==> src/rtl/pkt_arb_pkg.sv <==
// Shared types and default sizing for the packet ingress arbiter.
package pkt_arb_pkg;

  typedef enum logic {
    IDLE = 1'b0,
    BUSY = 1'b1
  } arb_state_t;

  localparam int DEF_DATA_W    = 32;   // parser data_in width
  localparam int DEF_PKT_WORDS = 24;   // 768-bit frame / 32-bit words
  localparam int DEF_TIMEOUT   = 64;   // stall cycles tolerated while a packet is open

endpackage

==> src/rtl/rr_pick.sv <==
// Combinational round-robin picker: first requester after ptr, wrapping modulo N.
module rr_pick
  import pkt_arb_pkg::*;
#(
  parameter int N = 4
) (
  input  logic [N-1:0]         req,
  input  logic [$clog2(N)-1:0] ptr,
  output logic [N-1:0]         onehot,
  output logic [$clog2(N)-1:0] idx,
  output logic                 any
);

  localparam int IW = $clog2(N);

  logic [IW-1:0] cand;

  // Scan ptr+1, ptr+2, ... ptr+N; the first set request wins, ptr itself is checked last.
  always_comb begin
    onehot = '0;
    idx    = '0;
    any    = 1'b0;
    cand   = '0;
    for (int k = 1; k <= N; k++) begin
      cand = IW'((int'(ptr) + k) % N);
      if (!any && req[cand]) begin
        any          = 1'b1;
        idx          = cand;
        onehot[cand] = 1'b1;
      end
    end
  end

endmodule

==> src/rtl/pkt_ingress_arbiter.sv <==
// Packet-level round-robin arbiter in front of the parser input. A grant is held
// for a whole packet; length checking and a stall watchdog force closure so a
// misbehaving source cannot wedge the parser path.
module pkt_ingress_arbiter
  import pkt_arb_pkg::*;
#(
  parameter int NUM_SRC   = 4,
  parameter int DATA_W    = DEF_DATA_W,
  parameter int PKT_WORDS = DEF_PKT_WORDS,
  parameter int TIMEOUT   = DEF_TIMEOUT
) (
  input  logic                        clk,
  input  logic                        rst,
  input  logic [NUM_SRC-1:0]          src_valid,
  input  logic [NUM_SRC*DATA_W-1:0]   src_data,
  input  logic [NUM_SRC-1:0]          src_last,
  output logic [NUM_SRC-1:0]          src_ready,
  output logic                        m_valid,
  output logic [DATA_W-1:0]           m_data,
  input  logic                        m_ready,
  output logic [NUM_SRC-1:0]          grant,
  output logic [$clog2(NUM_SRC)-1:0]  grant_id,
  output logic                        busy,
  output logic                        pkt_done,
  output logic                        err_length,
  output logic                        err_timeout
);

  localparam int ID_W = $clog2(NUM_SRC);
  localparam int WC_W = $clog2(PKT_WORDS);
  localparam int SC_W = $clog2(TIMEOUT);

  localparam logic [WC_W-1:0] LAST_IDX  = WC_W'(PKT_WORDS - 1);
  localparam logic [SC_W-1:0] STALL_MAX = SC_W'(TIMEOUT - 1);
  localparam logic [ID_W-1:0] PTR_INIT  = ID_W'(NUM_SRC - 1);

  arb_state_t      state;
  logic [WC_W-1:0] word_cnt;
  logic [SC_W-1:0] stall_cnt;
  logic [ID_W-1:0] rr_ptr;

  logic [NUM_SRC-1:0] pick_onehot;
  logic [ID_W-1:0]    pick_idx;
  logic               pick_any;

  logic cur_last;
  logic beat;
  logic close_done;
  logic close_len;
  logic close_to;
  logic close_pkt;

  rr_pick #(
    .N (NUM_SRC)
  ) u_pick (
    .req    (src_valid),
    .ptr    (rr_ptr),
    .onehot (pick_onehot),
    .idx    (pick_idx),
    .any    (pick_any)
  );

  // Zero-latency pass-through from the owning source; everything held at 0 while idle.
  always_comb begin
    src_ready = '0;
    m_valid   = 1'b0;
    m_data    = '0;
    cur_last  = 1'b0;
    if (busy) begin
      m_valid             = src_valid[grant_id];
      m_data              = src_data[int'(grant_id)*DATA_W +: DATA_W];
      cur_last            = src_last[grant_id];
      src_ready[grant_id] = m_ready;
    end
  end

  assign beat = m_valid & m_ready;

  // Close decisions: the length check only looks at beats, and a beat always beats the watchdog.
  always_comb begin
    close_done = 1'b0;
    close_len  = 1'b0;
    close_to   = 1'b0;
    if (state == BUSY) begin
      if (beat) begin
        if (word_cnt == LAST_IDX) begin
          close_done = cur_last;
          close_len  = ~cur_last;
        end else begin
          close_len  = cur_last;
        end
      end else begin
        close_to = (stall_cnt == STALL_MAX);
      end
    end
  end

  assign close_pkt = close_done | close_len | close_to;

  // Arbitration / packet-tracking FSM with registered grant and status pulses.
  always_ff @(posedge clk) begin
    if (rst) begin
      state       <= IDLE;
      grant       <= '0;
      grant_id    <= '0;
      busy        <= 1'b0;
      pkt_done    <= 1'b0;
      err_length  <= 1'b0;
      err_timeout <= 1'b0;
      word_cnt    <= '0;
      stall_cnt   <= '0;
      rr_ptr      <= PTR_INIT;
    end else begin
      pkt_done    <= close_done;
      err_length  <= close_len;
      err_timeout <= close_to;
      case (state)
        IDLE: begin
          word_cnt  <= '0;
          stall_cnt <= '0;
          if (pick_any) begin
            state    <= BUSY;
            grant    <= pick_onehot;
            grant_id <= pick_idx;
            busy     <= 1'b1;
          end
        end
        BUSY: begin
          if (close_pkt) begin
            // The closing owner becomes lowest priority for the next round.
            state     <= IDLE;
            grant     <= '0;
            grant_id  <= '0;
            busy      <= 1'b0;
            word_cnt  <= '0;
            stall_cnt <= '0;
            rr_ptr    <= grant_id;
          end else if (beat) begin
            word_cnt  <= word_cnt + 1'b1;
            stall_cnt <= '0;
          end else begin
            stall_cnt <= stall_cnt + 1'b1;
          end
        end
        default: state <= IDLE;
      endcase
    end
  end

endmodule

==> config.mk <==
export PLATFORM = sky130hd
export DESIGN_NAME = pkt_ingress_arbiter
export DESIGN_NICKNAME = d
export VERILOG_FILES = /design/src/rtl/pkt_arb_pkg.sv /design/src/rtl/rr_pick.sv /design/src/rtl/pkt_ingress_arbiter.sv
export SDC_FILE = /design/constraint.sdc
export NUM_CORES = 1
export LEC_CHECK = 0
export CORE_AREA = 4 4 83 100
export CTS_BUF_LIST = sky130_fd_sc_hd__clkbuf_2 sky130_fd_sc_hd__clkbuf_4 sky130_fd_sc_hd__clkbuf_8
export CTS_CLUSTER_SIZE = 28
export DETAILED_ROUTE_END_ITERATION = 10
export DIE_AREA = 0 0 87 104
export PLACE_DENSITY_LB_ADDON = 0.25
export SLEW_MARGIN = 0
export SYNTH_ARGS = -nofsm -noshare
export SYNTH_HDL_FRONTEND = slang
export SYNTH_SLANG_ARGS = --single-unit
==> constraint.sdc <==
create_clock -name clk -period 3.2 [get_ports clk]
set_clock_uncertainty 0.2 [all_clocks]
set_input_delay 0.64 -clock clk [delete_from_list [all_inputs] [get_ports clk]]
set_output_delay 0.64 -clock clk [all_outputs]
set_load 0.005 [all_outputs]
==> summary.md, run 1 <==
| Metric | Value |
|---|---|
| Die Area | 0.009048 mm² |
| Final Setup Violations | 0 |
| Peak VDD IR | 238.1 µV |
| Syn nets | 394 |
| Worst reg2reg path startpoint | grant_id[1]$_SDFFE_PP0P_ |
| RSZ-0062 raised after global routing | false |
| Worst min-delay path class | flop to flop |
| Relative slew slack | 0.5562 |
| Top FF cell, synth | dfxtp_1 |
| Largest cells by area after synthesis | mux4_2 33%, dfxtp_1 19%, and2_1 8.3% |
| Initial antenna violation count | 1 |
| Starting density of the core | 0.3424 |
| TritonCTS Buffers | 3 |
| Kind of critical path | primary input to primary output |
| Reg2Reg Depth | 10 |
| Fillers | 606 |
| Most instantiated library cell after synthesis | mux4_2 |
| Pwr per Cell Area | 264.7 mW/mm² |
| Critical Path Sink Type | primary output |
| CP arrival | 2.24 ns |
| Synthesis-to-layout area growth | 81.22% |
| Count of cell types in the netlist | 40 |
| Crit path max fanout | 9 |
| Die width | between 80 and 90 µm |
| CTS Sinks | 24 |
| Iter 0 DRT Violations | between 80 and 90 |
| Post-DP HPWL | 8383 µm |
| Worst EP required | roughly 2.4 ns |
| Final hold violation count | 0 |
| Number of global-route vias before repair | 2769 |
| 1st-pass router iterations | 4 |
| Setup crit start | src_valid[3] |
| TritonCTS clock tree | done |
| WL/cell | 19.38 µm |
| GRT overflow | 0 |
| Placeable Area | 0.007274 mm² |
| Core Rows | 34 |
| Cts hold-fix bufs | 0 |
| R2R setup slack | 0.45 ns |
| H-tree depth | 1 |
| GR Util All Layers | 0.2122 |
| Slew @ Worst Pin | 0.6489 ns |
| Final Total Pwr | ~0.0012 W |
| Clock Path Buffers | 2 |
| Syn_area_per_cell | 10.21 µm² |
| GP Congestion | 0.8640 |
| Period minus WS final | around 3 ns |
| Status | completed |
| Ant. Diodes | 0 |
| Vias/cell | around 5.3 |
| Post-Syn Instances | 244 |
| Yosys warnings | 0 |
| Leading area contributor after synthesis | mux4_2 |
| CTS clk-pin slew, worst paths | 0.08 ns |
| Post-Synthesis Cell Area | 0.002491 mm² |
| Die H | 104 µm |
| Vias | 2718 |
| Largest net degree at the start of global routing | 37 |
| NumNets Final | 576 |
| Top Ports | 186 |
| Global-route wire length before repair | 15040 µm |
| Routed Antenna Nets | 0 |
| Synth cell count leaders | 37 x mux4_2, 33 x and2_1, 24 x dfxtp_1 |
| Max-cap violation count | 0 |
| Period Utilization, post-route | 0.9638 |
| EDFF count, synth | 0 |
| Share of the synthesized area in the top cell type | 0.3345 |
| Layout cells sized above 1 | 0.1415 |
| Startpoint Class | primary input |
| Final Max Tran Viols | 0 |
| Asr flop ratio synth | 0 |
| Worst skew pair latency | 0.26 ns |
| Worst Setup EP | m_valid |
| Cts repair resizes | 0 |
| Sequential element share of the synthesized area | 0.1929 |
| Reg2reg end | rr_ptr[1]$_SDFFE_PP1P_ |
| CTS Root Cell | clkbuf_8 |
| Total negative slack | 0 ns |
| DR DRC count | 0 |
| Setup bufs post-CTS | 0 |
| Leakage | between 1.5 and 2 nW |
| DRT Wirelength | 9959 µm |
| Peak Freq | 0.3242 GHz |
| Port Buffer Count | between 150 and 200 |
| Number of synthesized register bits | 24 |
==> how the worst min path moves through the flow <==
stage	start	endpoint	slack (ns)	cells after the start
2_1_floorplan	stall_cnt[0]$_SDFF_PP0_	stall_cnt[0]$_SDFF_PP0_	0.22	1
3_3_place_gp	stall_cnt[0]$_SDFF_PP0_	stall_cnt[0]$_SDFF_PP0_	0.23	1
3_5_place_dp	stall_cnt[0]$_SDFF_PP0_	stall_cnt[0]$_SDFF_PP0_	0.26	1
4_1_cts	stall_cnt[0]$_SDFF_PP0_	stall_cnt[0]$_SDFF_PP0_	0.28	1
5_1_grt	stall_cnt[0]$_SDFF_PP0_	stall_cnt[0]$_SDFF_PP0_	0.29	1
6_report	stall_cnt[0]$_SDFF_PP0_	stall_cnt[0]$_SDFF_PP0_	0.27	1
==> layout by cell type, fill, tap and decap left out, types with 4 or more instances in the layout <==
master / n
ha_1: 11
and2_1: 33
a221oi_1: 6
inv_1: 7
dfxtp_1: 22
and3_1: 5
xnor2_1: 5
clkdlybuf4s50_1: 185
buf_4: 9
mux4_2: 37
a21oi_1: 10
nand3_1: 8
o21ai_0: 4
nor2_1: 21
nand2_1: 18
nand3b_1: 6
==> sequential cells by signal, indices dropped and copies added (netlist names) <==
| register | cells |
|---|---|
| busy | 1 |
| err_length | 1 |
| err_timeout | 1 |
| grant | 4 |
| grant_id | 2 |
| pkt_done | 1 |
| rr_ptr | 2 |
| stall_cnt | 6 |
| state | 1 |
| word_cnt | 5 |
==> report_power, final <==
| group | total, W | internal, W | switching (W) |
|---|---|---|---|
| sequential | 0.000346 | 0.000319 | 0.0000270 |
| combinational | 0.000677 | 0.000456 | 0.000221 |
| clock | 0.000172 | 0.0000840 | 0.0000875 |
| total | 0.00119 | 0.000859 | 0.000336 |
==> cell type report <==
cell class / count / area [µm²] / share of cell area
sequential: 24 / 483.0 / 0.1070
timing repair buffer: 196 / 1959 / 0.4340
clock buffer: 3 / 41.29 / 0.009146
inverter: 7 / 26.28 / 0.005820
tap: 90 / 112.6 / 0.02494
multi-input combinational: 194 / 1892 / 0.4191
==> cell families after synthesis <==
| group | after synthesis | share of synthesized area |
|---|---|---|
| xor gates and xnor gates | 7 | 0.02461 |
| muxes | 43 | 0.3601 |
| DFF | 24 | 0.1929 |
| adders and majority gates | 11 | 0.05525 |
| AOI/OAI and AO/OA | 35 | 0.1050 |
| and+or+nand+nor | 98 | 0.2145 |
| buffers and inverters | 26 | 0.04771 |
==> stage by stage <==
step / std cells / area [µm²] / util / hold slack [ns] / setup slack (ns)
6_report: 514 / 4514 / 0.6206 / 0.2739 / 0.1159
2_1_floorplan: 244 / 2491 / - / 0.2176 / 0.5533
4_1_cts: 514 / 4514 / 0.6206 / 0.2782 / 0.1078
3_5_place_dp: 511 / 4473 / 0.6149 / 0.2571 / 0.08918
5_1_grt: 514 / 4514 / 0.6206 / 0.2860 / 0.001269
3_3_place_gp: 511 / 4473 / 0.6149 / 0.2329 / 0.1576
==> critical path, stage by stage <==
cell and delay, ns:
clkdlybuf4s50_1 0.63, mux2i_1 0.17, nand2_1 0.09, and3_1 0.16, clkdlybuf4s50_1 0.56
==> metal layers <==
| metal | up-vias | routed length, µm | track usage |
|---|---|---|---|
| met5 | - | 13 | 0 |
| met4 | 2 | 204 | 0.05234 |
| met3 | 14 | 1286 | 0.09588 |
| met2 | 128 | 5163 | 0.3871 |
| met1 | 1291 | 3291 | 0.2139 |
| li1 | 1283 | - | - |
Note: power is estimated with default switching activity, not from simulation.
==> run 2, diff against run 1 <==
--- a/config.mk
+++ b/config.mk
@@ -5,12 +5,14 @@
 export SDC_FILE = /design/constraint.sdc
 export NUM_CORES = 1
 export LEC_CHECK = 0
+export CAP_MARGIN = 10
 export CORE_AREA = 4 4 83 100
 export CTS_BUF_LIST = sky130_fd_sc_hd__clkbuf_2 sky130_fd_sc_hd__clkbuf_4 sky130_fd_sc_hd__clkbuf_8
 export CTS_CLUSTER_SIZE = 28
 export DETAILED_ROUTE_END_ITERATION = 10
 export DIE_AREA = 0 0 87 104
 export PLACE_DENSITY_LB_ADDON = 0.25
+export REMOVE_ABC_BUFFERS = 1
 export SLEW_MARGIN = 0
 export SYNTH_ARGS = -nofsm -noshare
 export SYNTH_HDL_FRONTEND = slang
==> summary.md, run 2 (synthesis gave the netlist of run 1 again) <==
| Metric | Value |
|---|---|
| Setup crit start | src_valid[2] (was src_valid[3]) |
| TritonCTS clock tree | done (unchanged) |
| Top Ports | 186 (unchanged) |
| WL/cell | 19.62 µm (was 19.38 µm) |
| Hold path start | stall_cnt[0]$_SDFF_PP0_ (unchanged) |
| Non-Filler Instances | 520 (was 514) |
| GP Congestion | 0.8683 (was 0.8640) |
| Top reg by flops | stall_cnt (unchanged) |
| Worst EP required | 2.36 ns (about the same) |
| Worst min-delay path class | flop to flop (unchanged) |
| Port Buffer Count | 185 (unchanged) |
| CTS Root Cell | clkbuf_8 (unchanged) |
| Crit path max fanout | 9 (unchanged) |
| TritonCTS Buffers | 3 (unchanged) |
| Final instance area | 0.004556 mm² (was 0.004514 mm²) |
| Final WS setup | 0.1425 ns (was 0.1159 ns) |
| Leakage | 1.649 nW (was 1.619 nW) |
| Vias/cell | 5.308 (was 5.288) |
| Post-DP HPWL | 8681 µm (was 8383 µm) |
| Largest net degree at the start of global routing | 35 (was 37) |
| Peak VDD IR | 269.6 µV (was 238.1 µV) |
| GRT overflow | 0 (unchanged) |
| NumNets Final | 581 (was 576) |
| Kind of critical path | primary input to primary output (unchanged) |
| Die Area | 0.009048 mm² (unchanged) |
| Status | completed (unchanged) |
| Synthesis-to-layout area growth | 82.87% (was 81.22%) |
| Slew @ Worst Pin | 0.5244 ns (was 0.6489 ns) |
| Critical Path Sink Type | primary output (unchanged) |
| Worst reg2reg path startpoint | grant_id[0]$_SDFFE_PP0P_ (was grant_id[1]$_SDFFE_PP0P_) |
| H-tree depth | 1 (unchanged) |
| Iter 0 DRT Violations | 73 (was 82) |
| Setup bufs post-CTS | 0 (unchanged) |
| WHS | 0.2687 ns (was 0.2739 ns) |
| 1st-pass router iterations | 4 (unchanged) |
| Starting density of the core | 0.3424 (unchanged) |
| Largest registers | stall_cnt (6), word_cnt (5), grant (4) (unchanged) |
| Startpoint Class | primary input (unchanged) |
| Final hold violation count | 0 (unchanged) |
| Period Utilization, post-route | 0.9555 (was 0.9638) |
| Worst skew pair latency | 0.26 ns (about the same) |
| GR Util All Layers | 0.2183 (was 0.2122) |
| Placeable Area | 0.007274 mm² (unchanged) |
| RSZ-0062 raised after global routing | false (unchanged) |
| Commonest cells after routing, fill and taps aside | 185 x clkdlybuf4s50_1, 37 x mux4_2, 33 x and2_1 (unchanged) |
| Routed Antenna Nets | 0 (unchanged) |
| CP arrival | 2.22 ns (was 2.24 ns) |
| DR DRC count | 0 (unchanged) |
| Commonest non-fill, non-tap cell in the layout | clkdlybuf4s50_1 (unchanged) |
| Largest register FFs | 6 (unchanged) |
| Core Rows | 34 (unchanged) |
| Layout cells sized above 1 | 0.1535 (was 0.1415) |
| Final Max Tran Viols | 0 (unchanged) |
| Pre-CTS setup slack | 0.008837 ns (was 0.08918 ns) |
| Vias | 2760 (was 2718) |
| Final Setup Violations | 0 (unchanged) |
| Peak Freq | 0.3271 GHz (was 0.3242 GHz) |
| DRT Wirelength | 10200 µm (was 9959 µm) |
| Initial antenna violation count | 1 (unchanged) |
| Area after DPL | 0.004498 mm² (was 0.004473 mm²) |
| Relative slew slack | 0.6414 (was 0.5562) |
| Placed Instances | 516 (was 511) |
| Die width | 87 µm (unchanged) |
| Pwr per Cell Area | 273.0 mW/mm² (was 264.7 mW/mm²) |
| CTS clk-pin slew, worst paths | 0.09 ns (was 0.08 ns) |
| Max-cap violation count | 0 (unchanged) |
| Global-route wire length before repair | 15590 µm (was 15040 µm) |
| Die H | 104 µm (unchanged) |
| Clock Path Buffers | 2 (unchanged) |
| Period minus WS final | 3.058 ns (was 3.084 ns) |
| Number of global-route vias before repair | 2893 (was 2769) |
| Ant. Diodes | 0 (unchanged) |
| CTS Sinks | 24 (unchanged) |
run 2: cell count changes in the layout (fill, tap and decap cells not counted):
| cell | delta |
|---|---|
| dfxtp_4 | +1 |
| clkbuf_8 | +1 |
| buf_12 | -1 |
| dfxtp_2 | -1 |
| buf_4 | +6 |
run 2: path summary, 6_finish.rpt:
path	end	slack [ns]	depth (start not counted)
max	m_valid	0.14	5
max reg2reg	rr_ptr[0]$_SDFFE_PP1P_	0.52	9
min reg2reg	stall_cnt[0]$_SDFF_PP0_	0.27	1
min	stall_cnt[0]$_SDFF_PP0_	0.27	1
run 2: layout make-up:
cell class	count	area (µm²)
inverter	7	26.28
fill	618	2719
clock buffer	4	55.05
timing repair buffer	201	1984
multi-input combinational	194	1892
tap	90	112.6
sequential	24	485.5
run 2: metrics by stage:
step                      power [W]  TNS (ns)    util
final                      0.001244         0  0.6262
after global routing       0.001313         0  0.6262
after CTS                  0.001255         0  0.6259
after detailed placement   0.001051         0  0.6183
after global placement     0.001037         0  0.6183
after floorplan           0.0006487    -9.448       -
run 2: timing repair:
item                                    4_1_cts  5_1_grt
endpoints found under the setup margin        0        2
hold buffers                                  0        0
gates resized for setup                       0        1
run 2: per-layer routing:
metal  up-vias  GRT usage  wire, µm
met5         -          0        13
met4         2    0.03786       197
met3        14    0.08479      1184
met2       132     0.3996      5151
met1      1312     0.2343      3654
li1       1300          -         -
run 2: report_power, final:
group          leakage, nW  internal, W  total [W]  switching [W]
combinational         1.42     0.000461   0.000687       0.000226
sequential           0.197     0.000319   0.000351      0.0000317
clock               0.0288     0.000110   0.000206      0.0000960
run 2: critical path, stage by stage:
cell and delay (ns):
clkdlybuf4s50_1 0.62, mux2i_1 0.17, nand2_1 0.09, and3_1 0.15, clkdlybuf4s50_1 0.54
==> run 3, diff against run 2 <==
--- a/config.mk
+++ b/config.mk
@@ -6,11 +6,11 @@
 export NUM_CORES = 1
 export LEC_CHECK = 0
 export CAP_MARGIN = 10
-export CORE_AREA = 4 4 83 100
+export CORE_AREA = 4 4 97 117
 export CTS_BUF_LIST = sky130_fd_sc_hd__clkbuf_2 sky130_fd_sc_hd__clkbuf_4 sky130_fd_sc_hd__clkbuf_8
 export CTS_CLUSTER_SIZE = 28
 export DETAILED_ROUTE_END_ITERATION = 10
-export DIE_AREA = 0 0 87 104
+export DIE_AREA = 0 0 101 121
 export PLACE_DENSITY_LB_ADDON = 0.25
 export REMOVE_ABC_BUFFERS = 1
 export SLEW_MARGIN = 0
==> summary.md, run 3 (synthesis gave the netlist of run 1 again) <==
| Metric | Value |
|---|---|
| Port Buffer Count | 185 (unchanged) |
| RSZ-0062 raised after global routing | false (unchanged) |
| CTS Root Cell | clkbuf_8 (unchanged) |
| NumNets Final | 585 (was 581) |
| Layout cells sized above 1 | 0.1613 (was 0.1535) |
| Footprint of the multi-input gates | 0.001892 mm² (unchanged) |
| Kind of critical path | primary input to primary output (unchanged) |
| Ant. Diodes | 0 (unchanged) |
| Final WS setup | 0.1063 ns (was 0.1425 ns) |
| GRT overflow | 0 (unchanged) |
| Total negative slack | 0 ns (unchanged) |
| CTS clk-pin slew, worst paths | 0.08 ns (was 0.09 ns) |
| Final Setup Violations | 0 (unchanged) |
| Iter 0 DRT Violations | 61 (was 73) |
| Pint | 0.0009014 W (was 0.0008901 W) |
| WHS | 0.2537 ns (was 0.2687 ns) |
| Setup crit start | src_data[104] (was src_valid[2]) |
| Pre-CTS setup slack | 0.006033 ns (was 0.008837 ns) |
| Worst reg2reg path startpoint | grant_id[0]$_SDFFE_PP0P_ (unchanged) |
| H-tree depth | 1 (unchanged) |
| Worst skew pair latency | 0.26 ns (about the same) |
| Period Utilization, post-route | 0.9668 (was 0.9555) |
| Crit path max fanout | 1 (was 9) |
| Area after DPL | 0.004589 mm² (was 0.004498 mm²) |
| Clock Path Buffers | 2 (unchanged) |
| Leakage | 1.673 nW (was 1.649 nW) |
| Power share of the sequential group | 0.282 (about the same) |
| Status | completed (unchanged) |
| Reg2Reg Depth | 9 (unchanged) |
| Hold Crit Depth | 1 (unchanged) |
| Placeable Area | 0.01031 mm² (was 0.007274 mm²) |
| Core Rows | 41 (was 34) |
| Routed Antenna Nets | 0 (unchanged) |
| DR DRC count | 0 (unchanged) |
| DRT Wirelength | 10660 µm (was 10200 µm) |
| Startpoint Class | primary input (unchanged) |
| Relative slew slack | 0.5922 (was 0.6414) |
| Final hold violation count | 0 (unchanged) |
| Clock power share | 0.161 (was 0.165) |
| TritonCTS clock tree | done (unchanged) |
| Number of global-route vias before repair | 2825 (was 2893) |
| Die width | 101 µm (was 87 µm) |
| Post-DP HPWL | 9328 µm (was 8681 µm) |
| Top reg by flops | stall_cnt (unchanged) |
| Peak Freq | 0.3232 GHz (was 0.3271 GHz) |
| Vias | 2766 (was 2760) |
| Pwr per Cell Area | 270.6 mW/mm² (was 273.0 mW/mm²) |
| Largest registers | stall_cnt (6), word_cnt (5), grant (4) (unchanged) |
| Global-route wire length before repair | 15580 µm (was 15590 µm) |
| Commonest cells after routing, fill and taps aside | 185 x clkdlybuf4s50_1, 37 x mux4_2, 33 x and2_1 (unchanged) |
| CP arrival | 2.25 ns (was 2.22 ns) |
| Gate power share | 0.556 (was 0.553) |
| WL/cell | 18.94 µm (was 19.62 µm) |
| Worst min-delay path class | flop to flop (unchanged) |
| Synthesis-to-layout area growth | 86.54% (was 82.87%) |
| Sw frac | 0.2831 (was 0.2842) |
| Fillers | 1010 (was 618) |
| Critical Path Sink Type | primary output (unchanged) |
| GP Congestion | 0.8375 (was 0.8683) |
| Peak VDD IR | 135.7 µV (was 269.6 µV) |
| Hold path start | stall_cnt[0]$_SDFF_PP0_ (unchanged) |
| Starting density of the core | 0.2416 (was 0.3424) |
| CTS Sinks | 24 (unchanged) |
| TritonCTS Buffers | 3 (unchanged) |
| Met1 Usage GRT | 0.2006 (was 0.2343) |
| Final Max Tran Viols | 0 (unchanged) |
| Top Ports | 186 (unchanged) |
| Slew @ Worst Pin | 0.6108 ns (was 0.5244 ns) |
| Die H | 121 µm (was 104 µm) |
| 1st-pass router iterations | 4 (unchanged) |
| Max-cap violation count | 0 (unchanged) |
| Largest register FFs | 6 (unchanged) |
| Period minus WS final | 3.094 ns (was 3.058 ns) |
| Worst EP required | 2.36 ns (about the same) |
| Final instance area | 0.004647 mm² (was 0.004556 mm²) |
| GR Util All Layers | 0.1667 (was 0.2183) |
| Met3 Resource Use GR | 0.04140 (was 0.08479) |
| Psw | 0.0003560 W (was 0.0003535 W) |
| Commonest non-fill, non-tap cell in the layout | clkdlybuf4s50_1 (unchanged) |
| Largest net degree at the start of global routing | 19 (was 35) |
| Vias/cell | 4.913 (was 5.308) |
| Reg area | 485.5 µm² (unchanged) |
| Die Area | 0.01222 mm² (was 0.009048 mm²) |
| M2 GR Usage | 0.2982 (was 0.3996) |
| Initial antenna violation count | 0 (was 1) |
| Busiest layer in global routing | met2 (unchanged) |
[run 3: cell count changes in the layout (fill, tap and decap cells not counted)]
cell / previous run / this run
buf_4: 15 / 18
buf_12: 1 / 2
[run 3: path summary, 6_finish.rpt]
kind | endpoint | slack, ns
worst min-delay path | stall_cnt[0]$_SDFF_PP0_ | 0.25
worst min register to register | stall_cnt[0]$_SDFF_PP0_ | 0.25
worst max register to register | rr_ptr[1]$_SDFFE_PP1P_ | 0.47
worst max-delay path | m_data[8] | 0.11
[run 3: critical path, cell delays in order]
cell             delay [ns]
clkdlybuf4s50_1        0.45
mux4_2                 0.50
and2_1                 0.18
clkdlybuf4s50_1        0.47
[run 3: stage by stage]
step | total power (W) | util | std cells
2_1_floorplan | 0.0006487 | - | 225
3_3_place_gp | 0.001066 | 0.4451 | 559
3_5_place_dp | 0.001071 | 0.4451 | 559
4_1_cts | 0.001275 | 0.4504 | 563
5_1_grt | 0.001340 | 0.4507 | 563
6_report | 0.001257 | 0.4507 | 563
[run 3: metal layers]
| metal | up-vias | share of wire |
|---|---|---|
| met2 | 139 | 0.50 |
| met1 | 1311 | 0.38 |
| li1 | 1307 | - |
| met5 | - | 0 |
| met4 | 0 | 0.014 |
| met3 | 9 | 0.11 |
[run 3: final cells by class]
class,instances,area share
repair buffers,205,0.4362
multi-input cells,194,0.4071
clock buffers,4,0.01185
well taps,129,0.03473
flip-flops and latches,24,0.1045
inverters,7,0.005654
[run 3: power by group through the flow]
stage                     registers, W  logic, W  clock network [W]
after detailed placement      0.000363  0.000707                  0
after global placement        0.000364  0.000702                  0
final                         0.000355  0.000699           0.000203
after global routing          0.000361  0.000759           0.000220
after floorplan               0.000383  0.000266                  0
after CTS                     0.000357  0.000709           0.000209
[run 3: repair_timing]
action                                  4_1_cts  5_1_grt
hold buffers                                  0        0
buffers inserted                              0        0
gates resized for setup                       0        1
endpoints found under the hold margin         0        0
endpoints found under the setup margin        0       17
